### src/rtl/mmu_tlb.sv
// Fully-associative micro-TLB in front of the MMU table walker: hits answered from cached
// section/page entries, misses walked and filled round-robin. Optional flush: MMU_TLB_FLUSH_EN.
module mmu_tlb #(
    parameter int ENTRIES = 8,
    parameter int IDX_W   = 3
) (
    input  logic        in_clk,
    input  logic        in_rst_n,
    input  logic        in_req_valid,
    input  logic [31:0] in_mva,
    output logic        out_req_ready,
    output logic        out_resp_valid,
    output logic [31:0] out_pa,
    output logic        out_fault,
    output logic        out_walk_req,
    output logic [31:0] out_walk_mva,
    input  logic        in_walk_done,
    input  logic        in_walk_fault,
    input  logic        in_walk_section,
    input  logic [19:0] in_walk_pa,
`ifdef MMU_TLB_FLUSH_EN
    input  logic        in_flush,
`endif
    output logic [1:0]  out_dbg_state
);

    // Handshake: a request transfers on a rising edge where in_req_valid && out_req_ready;
    // out_req_ready is only high in IDLE, so at most one translation is outstanding.
    typedef enum logic [1:0] {
        IDLE   = 2'd0,
        LOOKUP = 2'd1,
        WALK   = 2'd2,
        RESP   = 2'd3
    } state_t;

    state_t            state;
    logic [31:0]       mva_q;
    logic [ENTRIES-1:0] ent_valid;
    logic [ENTRIES-1:0] ent_sect;
    logic [19:0]       ent_vtag  [ENTRIES];
    logic [19:0]       ent_pbase [ENTRIES];
    logic [IDX_W-1:0]  victim;
    logic              walk_flushed;
    logic              flush;
    logic              hit;
    logic [31:0]       hit_pa;
    logic [31:0]       walk_pa;

`ifdef MMU_TLB_FLUSH_EN
    assign flush = in_flush;
`else
    assign flush = 1'b0;
`endif

    assign out_dbg_state = state;

    // Scan from the top so the lowest matching index is the one left standing.
    always_comb begin
        hit    = 1'b0;
        hit_pa = '0;
        for (int i = ENTRIES - 1; i >= 0; i--) begin
            if (ent_valid[i] && (ent_sect[i] ? (ent_vtag[i][19:8] == mva_q[31:20])
                                             : (ent_vtag[i] == mva_q[31:12]))) begin
                hit    = 1'b1;
                hit_pa = ent_sect[i] ? {ent_pbase[i][19:8], mva_q[19:0]}
                                     : {ent_pbase[i], mva_q[11:0]};
            end
        end
    end

    assign walk_pa = in_walk_section ? {in_walk_pa[19:8], mva_q[19:0]}
                                     : {in_walk_pa, mva_q[11:0]};

    always_ff @(posedge in_clk) begin
        if (!in_rst_n) begin
            state          <= IDLE;
            mva_q          <= '0;
            ent_valid      <= '0;
            ent_sect       <= '0;
            victim         <= '0;
            walk_flushed   <= 1'b0;
            out_req_ready  <= 1'b0;
            out_resp_valid <= 1'b0;
            out_pa         <= '0;
            out_fault      <= 1'b0;
            out_walk_req   <= 1'b0;
            out_walk_mva   <= '0;
        end else begin
            case (state)
                IDLE: begin
                    if (out_req_ready && in_req_valid) begin
                        mva_q         <= in_mva;
                        out_req_ready <= 1'b0;
                        state         <= LOOKUP;
                    end else begin
                        out_req_ready <= 1'b1;
                    end
                end
                LOOKUP: begin
                    if (hit && !flush) begin
                        out_pa         <= hit_pa;
                        out_resp_valid <= 1'b1;
                        state          <= RESP;
                    end else begin
                        out_walk_req <= 1'b1;
                        out_walk_mva <= mva_q;
                        walk_flushed <= 1'b0;
                        state        <= WALK;
                    end
                end
                WALK: begin
                    if (flush) begin
                        walk_flushed <= 1'b1;
                    end
                    if (in_walk_done) begin
                        out_walk_req   <= 1'b0;
                        out_resp_valid <= 1'b1;
                        state          <= RESP;
                        if (in_walk_fault) begin
                            out_fault <= 1'b1;
                            out_pa    <= '0;
                        end else begin
                            out_pa <= walk_pa;
                            // A flush seen at any point of this walk makes its result stale.
                            if (!walk_flushed && !flush) begin
                                ent_valid[victim] <= 1'b1;
                                ent_sect[victim]  <= in_walk_section;
                                ent_vtag[victim]  <= mva_q[31:12];
                                ent_pbase[victim] <= in_walk_pa;
                                if (victim == IDX_W'(ENTRIES - 1)) begin
                                    victim <= '0;
                                end else begin
                                    victim <= victim + IDX_W'(1);
                                end
                            end
                        end
                    end
                end
                RESP: begin
                    out_resp_valid <= 1'b0;
                    out_fault      <= 1'b0;
                    out_req_ready  <= 1'b1;
                    state          <= IDLE;
                end
                default: state <= IDLE;
            endcase
            if (flush) begin
                ent_valid <= '0;
                victim    <= '0;
            end
        end
    end

endmodule

### config.mk
export PLATFORM = sky130hd
export DESIGN_NAME = mmu_tlb
export DESIGN_NICKNAME = d
export VERILOG_FILES = /design/src/rtl/mmu_tlb.sv
export SDC_FILE = /design/constraint.sdc
export NUM_CORES = 1
export LEC_CHECK = 0
export CAP_MARGIN = 20
export CORE_ASPECT_RATIO = 0.7
export CORE_MARGIN = 4
export CORE_UTILIZATION = 60
export CTS_BUF_LIST = sky130_fd_sc_hd__clkbuf_2
export DETAILED_ROUTE_END_ITERATION = 12
export GPL_TIMING_DRIVEN = 0
export HOLD_SLACK_MARGIN = 0.05
export PLACE_DENSITY = 0.89
export SYNTH_ARGS = -nofsm -noshare
export SYNTH_HDL_FRONTEND = slang
export SYNTH_SLANG_ARGS = --single-unit
### constraint.sdc
create_clock -name in_clk -period 7.08 [get_ports in_clk]
set_input_delay 1.416 -clock in_clk [delete_from_list [all_inputs] [get_ports in_clk]]
set_output_delay 1.416 -clock in_clk [all_outputs]
set_load 0.02 [all_outputs]
# Word level (Yosys, flattened, before mapping)

Memory sizes are Yosys's and may differ from the RTL's.
Cells that the tools add are included.
Widths: inputs -> output; s select.

Output and inout bits: 70
Bits in registers: 121
Bits in writable memories: 320
Input port bits: 58
Memories: 2
Logic and storage cells: 128

$lt $le $gt $ge: 2
Equal/unequal tests: 25
Reductions and logical operators: 23
Bitwise logic cells: 3
Add/subtract/negate cells: 1
Multiplexer cells: 61

Memories:

| name      | depth | bits a word | rd ports | clocked after memory_dff | write ports | line | RTL |
|---|---|---|---|---|---|---|---|
| ent_pbase | 8     | 20          | 8        | 0                        | 1           | 41   | `logic [19:0] ent_pbase [ENTRIES];` |
| ent_vtag  | 8     | 20          | 8        | 0                        | 1           | 40   | `logic [19:0] ent_vtag [ENTRIES];` |

Operator list:

| operator            | count |
|---|---|
| $mux 32             | 11 |
| $mux 20             | 9 |
| $eq 20x20->1        | 8 |
| $eq 12x12->1        | 8 |
| $pmux 32 s2         | 1 |
| $mux 1              | 30 |
| $reduce_and 3->1    | 5 |
| $logic_and 1x1->1   | 10 |
| $ne 2x2->1 const B  | 5 |
| $bwmux 8            | 1 |
| $or 8x8->8          | 1 |
| $pmux 2 s4          | 1 |
| $pmux 1 s2          | 3 |
| $reduce_and 2->1    | 3 |
| $reduce_bool 2->1   | 3 |
| $eq 2x2->1 const B  | 2 |
| $lt 3x4->1 const B  | 1 |
| $mux 2              | 2 |
| $add 3x1->3 const B | 1 |
| $demux 1 s3         | 1 |
| $eq 3x3->1 const B  | 1 |
| $ge 3x1->1 const B  | 1 |
| $mux 3              | 1 |
| $pmux 1 s3          | 1 |
| other kinds (4)     | 5 |

# Logic depth before layout (Yosys ltp)

An unclocked memory read counts as a cell.

Depth in word-level cells: 14
Gate-level depth with buffers: 12
Mapped depth without buffers: 8

# Least setup slack after synthesis

OpenSTA, ideal clock, no wires.

Path kind: input-to-reg
From: input in_walk_fault
To: memory ent_pbase[2][0] (enable)
Path buffers: 2
Slack: 0.664 ns
Arrival: 5.879 ns
Data required time: 6.543 ns
Setup time: 0.537 ns
Stages: 5
Cell sequence: nor2b_1 buf_1 nand2_1 clkbuf_1 nor4_1

Longest elaborated chain between the ends: 5

RTL lines:

| item                         | line | RTL |
|---|---|---|
| from (decl)                  | 18   | `input logic in_walk_fault,` |
| $mux 1                       | 119  | `if (in_walk_fault) begin` |
| $mux 1                       | 115  | `if (in_walk_done) begin` |
| $mux 1                       | 89   | `case (state)` |
| $mux 1                       | 75   | `if (!in_rst_n) begin` |
| $mux 1 (implied by the code) | 129  | `ent_pbase[victim] <= in_walk_pa;` |
| to (decl)                    | 41   |  |

Every way passes these cells.

# Worst setup path in the final report

From: register mva_q[31]
To: register out_pa[30]

Longest elaborated chain between the ends: 13
Elaborated cells on any way between the ends: 52
Those cells by class: eq/ne (17); mux (26); reduce/logical (9)

RTL lines:

| item                                                   | line   | RTL |
|---|---|---|
| from (decl)                                            | 37     | `logic [31:0] mva_q;` |
| from (signal assigned)                                 | 92     | `mva_q <= in_mva;` |
| $eq 20x20->1 / $eq 12x12->1 (equally long branches)    | 63, 62 |  |
| $mux 1                                                 | 62     | `if (ent_valid[i] && (ent_sect[i] ? (ent_vtag[i][19:8] == mva_q[31:20])` |
| $logic_and 1x1->1                                      | 62     |  |
| $mux 32 / $mux 1 (equally long branches) (8 in series) | 62     |  |
| $mux 32 / $ne 2x2->1 (equally long branches)           | -      |  |
| $pmux 32 s2 / $reduce_and 3->1 (equally long branches) | -      |  |
| to (signal assigned)                                   | 101    | `out_pa <= hit_pa;` |
| to (signal assigned)                                   | 123    | `out_pa <= walk_pa;` |
| to (decl)                                              | 13     | `output logic [31:0] out_pa,` |

Several ways; a longest one is shown, not always the timed one. The select of a mux whose other input is x is not followed.
A chain may end at the register's enable or synchronous reset.

==> qor.csv <==
metric,value,unit
end_kind,flip-flop,
dieArea,34580,sq um
setup_viol_count_final,0,
min_to,out_walk_mva[22]$_SDFFE_PN0P_,
grt_pass1_wl,81.99,mm
wl_met2,24.47,mm
wl_met1,20.64,mm
reg2reg_slack,3.21,ns
worstHoldStart,out_walk_mva[22]$_SDFFE_PN0P_,
crit_type,flip-flop to flip-flop,
ys_warn_count,0,
vias_per_cell,6.273,
synth-seq-cells,441,
post_cts_buffers,0,
pin_count,128,
final.period_utilization,54.65,%
drive_gt1_share,15.66,%
clock_path_buffers,3,
synth-edff-count,320,
dr.first_iter.drc_count,2093,
wire_per_inst,24.26,um
clk_latency,1.08,ns
timing.hold.ws,0.4599,ns
dp_hpwl,37.13,mm
r2r_end,out_pa[30]$_SDFFE_PN0P_,
worst_pin_slew,1.078,ns
avgSynthCellArea,12.74,sq um
cts_buffers,99,
place_congestion,0.9332,
startpoint_type,flip-flop,
arrival,4.78,ns
rows,54,
final_cell_mix,"320 x edfxtp_1, 191 x nand2_1, 150 x clkbuf_2",
port_buffers,125,
grt_start_max_net_pins,25,
slew-limit-headroom,28.13,%
rsz0062_at_grt,false,
cp_max_fo,10,
maxSlewViolCount,0,
finalCriticalPeriod,3.869,ns
synthTopCellsByArea,"edfxtp_1 51%, dfxtp_1 13%, xnor2_1 4.0%, nand2_1 3.8%, mux2i_1 3.4%",
final_area,22050,sq um
cp.required,7.99,ns
antenna_found_initial,2,
ant_nets,0,
synth_top_area_share,50.64,%
overflow,0,
highest_layer,met5,
cts_resized,0,
htree_levels,3,
ir_worst_vdd,0.2005,mV
hp-class,flip-flop to flip-flop,
dr.pass1.iters,6,
wl_met3,7.668,mm
finalWorstSetupSlack,3.211,ns
fp.dieW,220.6,um
power_density,261.1,nW/um^2
drc,0,
leakagePower,7.747,nW
drv_cap,0,
nets,1816,
synthCells,1489,
grt_pass1_vias,14370,
die_y,156.8,um
synth-main-ff-cell,edfxtp_1,
core,31150,sq um
synth_top_area_cell,edfxtp_1,
root_buffer,clkbuf_2,
outcome,completed,
max_freq,258.5,MHz
start_util,60.93,%
skew,0.1065,ns
yosysUniqueCellTypes,64,
vias,14150,
clkSinkCount,441,
syn-num-nets,1554,
dpl_cell_area,21140,sq um
final_common_cell,edfxtp_1,
synthToLayoutAreaGrowth,16.19,%
hold_buffers,0,
async_flop_share,0,%
grtUsageTotal,31.52,%
post-place-ws,2.600,ns
clk_pin_slew,0.11,ns
holdPathStages,2,
netlist_area,18980,sq um
rr_worst_depth,11,
hold_viol,0,
cts_tree,yes,
drt_wl_total,54.71,mm
yosysSeqAreaShare,63.40,%
timing.rr.start,mva_q[31]$_SDFFE_PN0P_,
[registers in the layout (all words and copies together) (netlist names)]
signal / cells
ent_vtag: 160
out_fault: 1
out_pa: 32
ent_sect: 8
out_walk_mva: 32
out_walk_req: 1
out_dbg_state: 2
out_req_ready: 1
victim: 3
out_resp_valid: 1
mva_q: 32
ent_valid: 8
ent_pbase: 160
[cells by family after synthesis]
kind of cell	after synthesis	synth area share (%)
AOI/OAI and AO/OA	275	11.11
buffers and inverters	136	3.428
xor gates and xnor gates	158	7.411
DFF	441	63.40
and+or+nand+nor	391	9.811
muxes	81	4.378
adders and majority gates	7	0.4615
[synth_stat cells (4+ instances only)]
library cell	count
and2_1	4
nor2_1	37
or2_2	10
o211ai_1	20
nor3_1	12
clkbuf_1	54
ha_1	7
a21oi_1	49
inv_1	28
a41o_1	5
edfxtp_1	320
nor4_1	27
a211o_1	8
o211a_1	13
or3_1	13
mux2_2	16
buf_2	22
nand3_1	30
o21a_1	10
buf_4	10
a21o_1	8
xor2_1	69
o22ai_1	8
a21boi_0	32
a31oi_1	21
o221ai_1	11
o31a_1	11
xnor2_1	86
o41ai_2	9
a221oi_1	27
a22o_1	11
nand4_1	26
mux2i_1	65
nand2_1	191
dfxtp_1	121
nor2b_1	14
buf_1	12
nand2b_1	11
o21ai_0	17
buf_6	10
[worst max-delay path: stages, from the launching register on]
cell	delay, ns
dfxtp_1	0.65
buf_2	0.45
xnor2_1	0.18
nand4_1	0.21
nor4_1	0.46
and2_1	0.19
buf_2	0.32
clkbuf_1	0.60
a221oi_1	0.11
o21ai_0	0.14
a21oi_1	0.14
o41ai_2	0.32
[where the power goes]
part	switching [mW]	total, mW	internal, mW
clock	1.01	1.61	0.600
combinational	0.737	1.13	0.397
sequential	0.123	3.01	2.89
[area by class of cell]
| class | instances | area [sq um] |
|---|---|---|
| Antenna cell | 2 | 5.005 |
| Multi-Input combinational cell | 912 | 6336 |
| Tap cell | 420 | 525.5 |
| Sequential cell | 441 | 12030 |
| Inverter | 28 | 105.1 |
| Timing Repair Buffer | 161 | 1594 |
| Clock inverter | 33 | 156.4 |
| Fill cell | 2066 | 9097 |
| Buffer | 108 | 545.5 |
| Clock buffer | 150 | 750.7 |
[metrics by stage]
step | util [%] | power [mW] | setup TNS (ns) | std cells
global placement | 66.63 | 4.113 | -552.85 | 2034
finish | 70.79 | 5.757 | 0 | 2255
floorplan | - | 3.682 | 0 | 1489
detailed placement | 67.86 | 4.158 | 0 | 2070
CTS | 70.78 | 5.715 | 0 | 2253
global route | 70.78 | 5.965 | 0 | 2254
[worst max path at each step]
stage                                start                         to  cells after the start
floorplan                    in_walk_fault  ent_pbase[2][0]$_DFFE_PP_                      5
global placement             in_walk_fault  ent_vtag[1][12]$_DFFE_PP_                      5
detailed placement           in_walk_fault  ent_vtag[2][16]$_DFFE_PP_                     10
CTS                 mva_q[19]$_SDFFE_PN0P_    out_pa[21]$_SDFFE_PN0P_                     10
global route        mva_q[19]$_SDFFE_PN0P_    out_pa[21]$_SDFFE_PN0P_                     11
finish              mva_q[31]$_SDFFE_PN0P_    out_pa[30]$_SDFFE_PN0P_                     11
[routing by layer]
| layer | vias to the layer above | GRT usage [%] |
|---|---|---|
| li1 | 6095 | - |
| met1 | 6799 | 42.56 |
| met2 | 1068 | 47.98 |
| met3 | 182 | 10.60 |
| met4 | 2 | 11.85 |
| met5 | - | 0 |
(Power assumes the default switching activity.)
